--- src/rtl/dvi_pixel_capture.sv ---
// DVI DDR pixel capture: frame sync, pixel coordinates and a
// first-word-fall-through output FIFO with frame size measurement.
module dvi_pixel_capture #(
  parameter int   FIFO_DEPTH = 16,
  parameter logic SYNC_POL   = 1'b0
) (
  input  logic        fbclk,
  input  logic        fbclk_rst_b,
  input  logic        in_de,
  input  logic        in_hs,
  input  logic        in_vs,
  input  logic [11:0] in_d_rise,
  input  logic [11:0] in_d_fall,
  output logic        pix_valid,
  input  logic        pix_ready,
  output logic [23:0] pix_data,
  output logic [11:0] pix_x,
  output logic [11:0] pix_y,
  output logic        pix_sof,
  output logic        pix_eol,
  output logic [11:0] frame_width,
  output logic [11:0] frame_height,
  output logic        frame_done,
  output logic        overflow,
  input  logic        ovf_clr
);

  localparam int AW = $clog2(FIFO_DEPTH);
  localparam logic [AW:0] FULL_CNT = FIFO_DEPTH[AW:0];

  typedef enum logic [1:0] {SEEK, IDLE, ACTIVE} state_t;

  typedef struct packed {
    logic [23:0] pix;
    logic [11:0] x;
    logic [11:0] y;
    logic        sof;
    logic        eol;
  } ent_t;

  function automatic logic [11:0] sat_inc(input logic [11:0] v);
    return (v == 12'hFFF) ? v : v + 12'd1;
  endfunction

  logic        de_q, hs_q, vs_q, de_p, vsa_p;
  logic [11:0] rise_q, fall_q;
  logic        vs_a, vs_lead, de_rise, de_fall;
  logic        unused_hs;

  assign vs_a      = (vs_q == SYNC_POL);
  assign vs_lead   = vs_a && !vsa_p;
  assign de_rise   = de_q && !de_p;
  assign de_fall   = !de_q && de_p;
  assign unused_hs = hs_q;

  always_ff @(posedge fbclk or negedge fbclk_rst_b) begin
    if (!fbclk_rst_b) begin
      de_q   <= 1'b0;
      hs_q   <= ~SYNC_POL;
      vs_q   <= ~SYNC_POL;
      rise_q <= '0;
      fall_q <= '0;
      de_p   <= 1'b0;
      vsa_p  <= 1'b0;
    end else begin
      de_q   <= in_de;
      hs_q   <= in_hs;
      vs_q   <= in_vs;
      rise_q <= in_d_rise;
      fall_q <= in_d_fall;
      de_p   <= de_q;
      vsa_p  <= vs_a;
    end
  end

  state_t      state, state_n;
  logic [11:0] x_cnt, y_cnt, width_q, cur_x;
  logic        accept, synced;

  assign synced = (state != SEEK);
  assign cur_x  = de_rise ? 12'd0 : x_cnt;
  assign accept = de_q && !vs_lead &&
                  ((state == ACTIVE) ||
                   (state == IDLE && de_rise));

  always_comb begin
    state_n = state;
    unique case (state)
      SEEK:    if (vs_lead) state_n = IDLE;
      IDLE: begin
        if (vs_lead)      state_n = IDLE;
        else if (de_rise) state_n = ACTIVE;
      end
      ACTIVE:  if (vs_lead || de_fall) state_n = IDLE;
      default: state_n = SEEK;
    endcase
  end

  logic        pk_v, pk_sof;
  logic [23:0] pk_pix;
  logic [11:0] pk_x, pk_y;

  always_ff @(posedge fbclk or negedge fbclk_rst_b) begin
    if (!fbclk_rst_b) begin
      state        <= SEEK;
      x_cnt        <= '0;
      y_cnt        <= '0;
      width_q      <= '0;
      frame_width  <= '0;
      frame_height <= '0;
      frame_done   <= 1'b0;
      pk_v         <= 1'b0;
      pk_pix       <= '0;
      pk_x         <= '0;
      pk_y         <= '0;
      pk_sof       <= 1'b0;
    end else begin
      state      <= state_n;
      frame_done <= 1'b0;
      if (accept) x_cnt <= sat_inc(cur_x);
      if (vs_lead) begin
        y_cnt <= '0;
        if (synced && y_cnt != 12'd0) begin
          frame_width  <= width_q;
          frame_height <= y_cnt;
          frame_done   <= 1'b1;
        end
      end else if (state == ACTIVE && de_fall) begin
        y_cnt   <= sat_inc(y_cnt);
        width_q <= x_cnt;
      end
      pk_v   <= accept;
      pk_pix <= {fall_q, rise_q};
      pk_x   <= cur_x;
      pk_y   <= y_cnt;
      pk_sof <= (cur_x == 12'd0) && (y_cnt == 12'd0);
    end
  end

  // eol looks one registered sample ahead of the packed pixel
  ent_t        mem [FIFO_DEPTH];
  ent_t        wr_e, rd_e;
  logic [AW:0] wr_ptr, rd_ptr;
  logic        pop, full, drop, wr_en;

  assign wr_e  = '{pix: pk_pix, x: pk_x, y: pk_y,
                   sof: pk_sof, eol: !de_q || vs_lead};
  assign full  = (wr_ptr - rd_ptr) == FULL_CNT;
  assign pop   = pix_valid && pix_ready;
  assign drop  = pk_v && full && !pop;
  assign wr_en = pk_v && !drop;

  always_ff @(posedge fbclk) begin
    if (wr_en) mem[wr_ptr[AW-1:0]] <= wr_e;
  end

  always_ff @(posedge fbclk or negedge fbclk_rst_b) begin
    if (!fbclk_rst_b) begin
      wr_ptr   <= '0;
      rd_ptr   <= '0;
      overflow <= 1'b0;
    end else begin
      if (wr_en) wr_ptr <= wr_ptr + 1'b1;
      if (pop)   rd_ptr <= rd_ptr + 1'b1;
      if (drop)         overflow <= 1'b1;
      else if (ovf_clr) overflow <= 1'b0;
    end
  end

  assign rd_e      = mem[rd_ptr[AW-1:0]];
  assign pix_valid = (wr_ptr != rd_ptr);
  assign pix_data  = pix_valid ? rd_e.pix : '0;
  assign pix_x     = pix_valid ? rd_e.x   : '0;
  assign pix_y     = pix_valid ? rd_e.y   : '0;
  assign pix_sof   = pix_valid && rd_e.sof;
  assign pix_eol   = pix_valid && rd_e.eol;

endmodule

--- config.mk ---
export PLATFORM = sky130hd
export DESIGN_NAME = dvi_pixel_capture
export DESIGN_NICKNAME = d
export VERILOG_FILES = /design/src/rtl/dvi_pixel_capture.sv
export SDC_FILE = /design/constraint.sdc
export NUM_CORES = 1
export LEC_CHECK = 0
export CAP_MARGIN = 20
export CORE_UTILIZATION = 45
export DETAILED_ROUTE_END_ITERATION = 16
export PLACE_DENSITY_LB_ADDON = 0.05
export SLEW_MARGIN = 10
export SYNTH_ARGS = -nofsm -noshare
export SYNTH_HDL_FRONTEND = slang
export SYNTH_SLANG_ARGS = --single-unit
--- constraint.sdc ---
create_clock -name fbclk -period 17.4 [get_ports fbclk]
set_input_delay 1.74 -clock fbclk [delete_from_list [all_inputs] [get_ports fbclk]]
set_output_delay 1.74 -clock fbclk [all_outputs]
set_load 0.02 [all_outputs]
* Word level (Yosys, flattened, before mapping)
Memories as Yosys holds them, arrays and structs flattened. Index checks and enable logic that the tools add are counted.
Cells by class: $add $sub $neg 5, multipliers 0, divide/modulo/power cells 0, $lt $le $gt $ge 0, equal/unequal tests 10, shift operators 0, multiplexer cells 19, bitwise operators 2, reductions and logical operators 35
Operators by type and width (number):
- 12-bit two-way mux | 7
- 12-bit by 1-bit adder with 12-bit output (second input constant) | 2
- 12-bit equality test (second input constant) | 2
- 12-bit zero test | 2
- 24-bit two-way mux | 1
- 1-bit logical AND | 15
- 12-bit nonzero test | 1
- 5-bit by 1-bit adder with 5-bit output (second input constant) | 2
- 2-bit two-way mux | 4
- 1-bit zero test | 6
- 1-bit two-way mux | 6
- 2-bit one-hot mux with 3 select lines | 1
- 2-bit AND reduction | 3
- 2-bit nonzero test | 3
- 5-bit equality test (second input constant) | 1
- 5-bit != test | 1
- 5-bit subtractor | 1
- 2-bit != test (second input constant) | 2
- 1-bit logical OR | 3
- 3-bit != test (second input constant) | 1
- 3-bit AND reduction | 1
- 2-bit by 1-bit equality test with 1-bit output (second input constant) | 1
- 2-bit equality test (second input constant) | 1
- 2-bit zero test | 1
- 2 further kinds | 3
Storage, ports and cells: flip-flop bits (word level) 152, bits in latches 0, memory bits (writable) 800, bits in read-only memories 0, bits of input ports 31, output and inout bits 77, word-level logic and storage cells 93, memories 1
Memories:
- mem | words 16, bits a word 50, read ports 1, clocked after Yosys merged registers in 0, write ports 1, RTL line 141 | ent_t mem [FIFO_DEPTH];

* Logic depth before layout (Yosys ltp)
depth in word-level cells 8, mapped depth 12, gate-level depth less buffers 9

* Worst setup path before layout
OpenSTA, ideal clock, no wires.
path type register to register, start point register rd_ptr[2], end point memory mem[0][0] (netlist bit), enable pin, setup time 0.582 ns, arrival 6.951 ns, data required time 16.818 ns, slack 9.867 ns, stages on the path, launching flop included 11, path buffers 3, period minus slack after synthesis 7.533 ns, cell sequence dfrtp_1 buf_2 inv_2 buf_1 ha_1 and4_1 buf_4 inv_2 a211oi_2 o2111a_2 nor4_1
On the way: word-level cells in the longest chain between the ends 8, elaborated cells between the ends (all ways) 11, classes of those cells add/sub (1); eq/ne (2); mux (2); reduce/logical (6)
Ends and longest elaborated chain:
- from (decl) | RTL line 143 | logic [AW:0] wr_ptr, rd_ptr;
- from (signal assigned) | RTL line 164 | if (pop) rd_ptr <= rd_ptr + 1'b1;
- 5-bit != test | RTL line 171 | assign pix_valid = (wr_ptr != rd_ptr);
- named net pix_valid | RTL line 14 | output logic pix_valid,
- 1-bit logical AND | RTL line 149 | assign pop = pix_valid && pix_ready;
- 1-bit zero test | RTL line 150 | assign drop = pk_v && full && !pop;
- 1-bit logical AND | RTL line 150
- 1-bit zero test | RTL line 151 | assign wr_en = pk_v && !drop;
- 1-bit logical AND | RTL line 151
- 1-bit two-way mux | RTL line 154 | if (wr_en) mem[wr_ptr[AW-1:0]] <= wr_e;
- 1-bit two-way mux (implied by the code) | RTL line 154
- to (decl) | RTL line 141
The timed path passes the listed nets, and every way through them passes these cells.

* Final worst setup path
start point register rd_ptr[1], end point output port pix_eol
On the way: word-level cells in the longest chain between the ends 2, elaborated cells between the ends (all ways) 3, classes of those cells eq/ne (1); reduce/logical (1); memory (1)
Ends and longest elaborated chain:
- memory read 16 x 50 bit / 5-bit != test (equally long branches)
- 1-bit logical AND * | RTL line 176 | assign pix_eol = pix_valid && rd_e.eol;
- to (decl) | RTL line 20 | output logic pix_eol,
Mark *: on every way between the ends. The rest lies on a longest branch, timed or not.

==> summary.md <==
| Metric | Value |
|---|---|
| Clk_lat worst skew | 0.65 ns |
| Die Ht | 285 um |
| WP data arrival | 5.22 ns |
| RSZ-0062 raised after global routing | no |
| Residual DRC count | 0 |
| DR pass1 iterations | 5 |
| Post-route ant nets | 0 |
| Tmin final | 6.96 ns |
| Hold path start | fall_q[9]$_DFF_PN0_ |
| Clock Power Share | 32.9% |
| Fin cells | 3,051 |
| Top cells by count, synth | edfxtp_1, mux4_2, dfrtp_1, nand2_1, and3_1 |
| Layout cell share with drive strength beyond 1 | 23.2% |
| Top FF cell, synth | edfxtp_1 |
| Initial Util | 45.6% |
| Total CTS buffers | 100 |
| FF-to-FF Start | rd_ptr[1]$_DFFE_PN0P_ |
| Status | completed |
| First-iteration detailed-routing DRC count | 1,145 |
| Largest net degree at the start of global routing | 110 |
| Hpwl dp | 40,400 um |
| Layout Nets | 1,957 |
| Min-delay worst type | flip-flop to flip-flop |
| Sink Count | 952 |
| Core Rows | 103 |
| Fin Setup TNS | 0 ns |
| Psw | 1.92 mW |
| Mapped Cells | 1,754 |
| Synth Register Bits | 952 |
| Post-CTS Hold Buffers | 0 |
| Syn Nets | 1,798 |
| Power share of the sequential group | 41.2% |
| Ports | 108 |
| Combinational power share | 25.9% |
| Final slew viol count | 0 |
| Inst Count DP | 2,860 |
| Post-Syn Area | 0.0361 mm^2 |
| Final hold vios | 0 |
| Compound-cell area share of the yosys netlist | 1.62% |
| Clk root buf | clkbuf_16 |
| Worst-path clk slew | 0.06 ns |
| Area Growth Syn to Fin | 16.0% |
| Synth async-reset ratio | 16.0% |
| DR vias | 17.1k |
| Register area share after synthesis | 77.0% |
| Core box area | 0.0793 mm^2 |
| Top-count cell post-synth | edfxtp_1 |
| Post-synth EDFFs | 800 |
| Vias in the first global route | 18.3k |
| Fmax | 144 MHz |
| Syn avg cell area | 20.6 um^2 |
| First-pass GRT wire length | 121,000 um |
| Routed vias/inst | 5.60 |
| GRT overflow | 0 |
| Die X | 285 um |
| Top-area cell type share of the netlist area | 66.5% |
| Detailed Route WL | 81,300 um |
| Synth area leader | edfxtp_1 |
| Synth area leaders | edfxtp_1, mux4_2, dfrtp_1 |
| Largest family of logic cells by synthesized area | multiplexers |
| N_diodes | 0 |
| Mux share of post-synthesis cell area | 15.0% |
| Synthesis warning total | 0 |
| Synth Area in Adders | 0.450% |
| Overall routing resource usage | 20.4% |
| Die area | 0.0814 mm^2 |
| Critical path origin | rd_ptr[1]$_DFFE_PN0P_ |
| Internal power | 4.62 mW |
| GP Congestion | 0.803 |
| Sw Ratio | 29.3% |
| H-tree depth | 3 |
| Util after Layout | 52.8% |
| Power Density | 156 mW/mm^2 |
| Max-cap violations | 0 |
| CTS Buffer Depth | 3 |
| Period Utilization, post-route | 40.0% |
| CTS tree | yes |
| VDD IR max | 0.000108 V |
| Final setup vio count | 0 |
| Library cells used by synthesis | 50 |
| Rel. slew slack | 27.8% |
| Worst setup SP type | flip-flop |
| I/O Buffers | 106 |
| Required @ worst endpoint | 15.66 ns |
| Initial antenna violation count | 3 |
| Average wire per standard cell | 26.6 um |
| Post-CTS setup buffer count | 0 |
| Post-CTS resize count | 0 |
| Crit Path Category | flip-flop to primary output |
| Simple-gate share of the synthesized area | 3.90% |
| Crit-path max FO | 51 |
| Post-synthesis xor/xnor area fraction | 0.679% |
| Crit. End Element | primary output |
| Clk_skew | 0.0220 ns |
| Worst Max-Slew Pin Slew | 1.08 ns |
| Leakage | 14.2 nW |
## metal layers
layer | part of all wire [%] | up-vias | track usage, %
li1 | - | 7404 | -
met1 | 43 | 9238 | 27.1
met2 | 52 | 332 | 35.7
met3 | 3.5 | 101 | 2.83
met4 | 1.7 | 0 | 4.64
met5 | 0 | - | 0
## area by class of cell
cell class | instances | area [um^2]
Clock inverter | 51 | 536
Clock buffer | 139 | 2830
Fill cell | 6300 | 37400
Inverter | 17 | 65.1
Tap cell | 1050 | 1310
Multi-Input combinational cell | 697 | 7930
Sequential cell | 952 | 27800
Timing Repair Buffer | 145 | 1370
## registers in the layout (all words and copies together), names as in the netlist, 2 cells and up
register	flops
rise_q	12
pk_y	12
fall_q	12
pk_x	12
frame_height	12
rd_ptr	5
y_cnt	12
wr_ptr	5
width_q	12
state	2
x_cnt	12
pk_pix	24
frame_width	12
mem	800
## cells in the final DEF, fill, tap and decap left out, types with 5 or more instances in the layout
cell type / n
xnor2_1: 16
a21oi_1: 10
inv_1: 13
clkbuf_8: 13
and3_1: 57
xor2_1: 12
mux2i_1: 50
nand3_1: 11
clkinv_2: 18
bufinv_16: 10
a211oi_1: 50
mux4_2: 200
clkdlybuf4s50_1: 105
nand2b_1: 5
buf_4: 38
nand2_1: 132
nor2_1: 30
dfrtp_1: 147
nand4_1: 8
clkbuf_16: 103
clkbuf_1: 24
mux2_2: 37
nor3_2: 10
ha_1: 13
clkinv_1: 14
edfxtp_1: 800
o21ai_0: 5
and2_1: 10
## worst max-delay path: stages, from the launching register on
cell and delay [ns]:
dfrtp_4 0.77, inv_2 0.11, buf_4 0.74, ha_1 0.39
and2_1 0.16, and4_2 0.49, buf_4 0.45, a211oi_1 0.66
clkdlybuf4s50_1 0.74
## power groups by stage
stage,clock [mW],combinational (mW),sequential (mW)
2_1_floorplan,0,1.18,2.63
3_3_place_gp,0,1.73,2.74
3_5_place_dp,0,1.73,2.74
4_1_cts,2.20,1.74,2.69
5_1_grt,2.28,1.81,2.71
6_report,2.15,1.69,2.69
## per-stage QoR
| stage | cell area (um^2) | hold slack, ns | power (mW) | worst slack, ns |
|---|---|---|---|---|
| 6_report | 41900 | 0.347 | 6.53 | 10.44 |
| 3_5_place_dp | 38500 | 0.336 | 4.47 | 11.06 |
| 2_1_floorplan | 36100 | 0.331 | 3.81 | 9.87 |
| 4_1_cts | 41900 | 0.349 | 6.63 | 10.34 |
| 3_3_place_gp | 38500 | 0.333 | 4.47 | 11.05 |
| 5_1_grt | 41900 | 0.356 | 6.80 | 10.27 |
## cells by family after synthesis
kind of cell             after synthesis
flip-flops                           952
AND/OR/NAND/NOR                      290
multiplexers                         288
buffers and inverters                105
AO/OA/AOI/OAI                         78
XOR/XNOR                              28
adder cells (fa/ha/maj)               13
## worst paths after layout
kind                       slack (ns)                           end  cells past startpoint
hold reg to reg                  0.35          pk_pix[21]$_DFF_PN0_                      0
min in group asynchronous        1.16  frame_height[10]$_DFFE_PN0P_                      1
hold / removal                   0.35          pk_pix[21]$_DFF_PN0_                      0
setup reg to reg                11.43          mem[7][22]$_DFFE_PP_                     12
setup / recovery                10.44                       pix_eol                      8
max in group asynchronous       14.74         rd_ptr[0]$_DFFE_PN0P_                      2
Note: power is estimated with default switching activity, not from simulation.
==> patch (config.mk and constraints unchanged) <==
Register the output `overflow` once more; this adds one clock of latency there. The other outputs are not delayed to match.
--- a/src/rtl/dvi_pixel_capture.sv
+++ b/src/rtl/dvi_pixel_capture.sv
@@ -38,4 +38,6 @@
     logic        eol;
   } ent_t;
+
+  logic overflow_s0;
 
   function automatic logic [11:0] sat_inc(input logic [11:0] v);
@@ -159,10 +161,10 @@
       wr_ptr   <= '0;
       rd_ptr   <= '0;
-      overflow <= 1'b0;
+      overflow_s0 <= 1'b0;
     end else begin
       if (wr_en) wr_ptr <= wr_ptr + 1'b1;
       if (pop)   rd_ptr <= rd_ptr + 1'b1;
-      if (drop)         overflow <= 1'b1;
-      else if (ovf_clr) overflow <= 1'b0;
+      if (drop)         overflow_s0 <= 1'b1;
+      else if (ovf_clr) overflow_s0 <= 1'b0;
     end
   end
@@ -176,4 +178,8 @@
   assign pix_eol   = pix_valid && rd_e.eol;
 
+  always_ff @(posedge fbclk) begin
+    overflow <= overflow_s0;
+  end
+
 endmodule
 
Check against the original RTL: no difference found for any inputs over 4 cycles, from zero or initial values and one cycle with fbclk_rst_b low; that may be too few to reach the edited logic, so the function may still have changed.
==> patch against the original RTL <==
- synthesized area is essentially flat
- sequential share of layout area about the same
- maximum frequency increased by 1.2%
- cell area barely moved
- sequential power hardly changed
- clock skew down 1.7 ps
- setup slack gained 81 ps
- via count up 1.1%
- register-to-register slack gained 940 ps
- sequential cell count is 1 higher
- total power fell by 0.91%
- wire length is 0.94% higher
- critical path type unchanged
==> patch: results (changes against the original RTL) <==
- Fraction of synthesized cell area in xor and xnor cells: 0.006786 (about the same)
- Post-synthesis mux area share: 0.1503 (about the same)
- Layout cells sized above 1: 0.2320 (-0.0004276)
- Period minus WS final: 6877 ps (-80.70 ps)
- Peak supply drop: 105.5 uV (-2.7%)
- Static Leakage: 14.20 nW (+0.16%)
- Skew-Pair Late Insertion Delay: 650 ps (about the same)
- Unique masters post-synth: 51 (+2.0%)
- CTS Buffer Depth: 3 (unchanged)
- Tot GR Track Use: 0.2069 (+0.002874)
- R2r setup slk: 12,370 ps (+940 ps)
- CTS Buf Count: 101 (+1.0%)
- Gpl congestion: 0.7385 (-8.1%)
- Vias in the first global route: 18,280 (-0.31%)
- Largest net degree at the start of global routing: 93 (-15%)
- Run status: completed
- Iteration-0 DRC Markers: 1,271 (+11%)
- Net Count, Synth: 1,799 (+0.056%)
- Async S/R FF share, synth: 0.1595 (-0.0001675)
- Min Hold Slack: 342.0 ps (-4.570 ps)
- Via/cell ratio: 5.644 (+0.84%)
- Post-DP Area: 0.03855 mm^2 (about the same)
- Vias after detailed routing: 17,270 (+1.1%)
- Worst slack, placed: 10,850 ps (-216.5 ps)
- Slowest cell delay on critical path: 1090 ps (+320 ps)
- Worst EP arrival: 5140 ps (-80 ps)
- Worst Skew: 20.27 ps (-1.732 ps)
- Post-Synth Adder-Cell Area: 0.004501 (about the same)
- First-pass GRT wire length: 122.6 mm (+1.6%)
- Compound-Gate Fraction of Synth Area: 0.01624 (about the same)
- Sequential area share after synthesis: 0.7706 (about the same)
- Final nets: 1,966 (+0.46%)
- Crit Path Max Fanout: 46 (-9.8%)
## patch: cell types whose count changed in the layout (fill, tap and decap cells not counted), sizes merged
cell	change
buf	+7
bufinv	-6
clkbuf	+8
clkinvlp	-4
clkinv	+1
dfxtp	+1
diode	+1
inv	+1
## patch: power by group
part | leakage, nW | internal (W) | switching (W)
combinational | 3.56 | 0.000787 | 0.000911
sequential | 9.03 | 0.00255 | 0.000142
clock | 1.61 | 0.00123 | 0.000856
## patch: metal layers
layer	wire length, um	track usage
met5	0	0
met4	1481	0.05455
met3	2822	0.02584
met2	40910	0.3439
met1	36820	0.2908
## patch: worst reg2reg max path, delay by kind of cell, from the launching register on
kind / cells / cell delay (ps)
flops: 1 / 1090
buf+inv: 2 / 910
compound gates: 2 / 440
simple gates: 4 / 1840
fa+ha+maj: 1 / 390
## patch: final cells by class
class	count	area [um^2]	share of cell area
tap	1050	1314	0.03136
multi-input combinational	697	7928	0.1892
clock buffer	147	2934	0.07004
clock inverter	43	319.1	0.007616
timing repair buffer	152	1470	0.03509
inverter	17	65.06	0.001553
antenna	1	2.502	0.00005973
sequential	953	27860	0.6650
## patch: kinds of logic after synthesis
family,after synthesis
XOR/XNOR,28
multiplexers,288
AO/OA/AOI/OAI,78
flip-flops,953
adder cells (fa/ha/maj),13
AND/OR/NAND/NOR,290
buffers and inverters,105
## patch: final timing paths
| kind | from | end | cells after the start |
|---|---|---|---|
| max | rd_ptr[0] | pix_x[6] | 8 |
| min | fall_q[4] | pk_pix[16] | 0 |
| max reg2reg | rd_ptr[0] | mem[7][17] | 9 |
| min reg2reg | fall_q[4] | pk_pix[16] | 0 |
| max in group asynchronous | fbclk_rst_b | pk_pix[21] | 3 |
| min in group asynchronous | fbclk_rst_b | frame_height[9] | 1 |
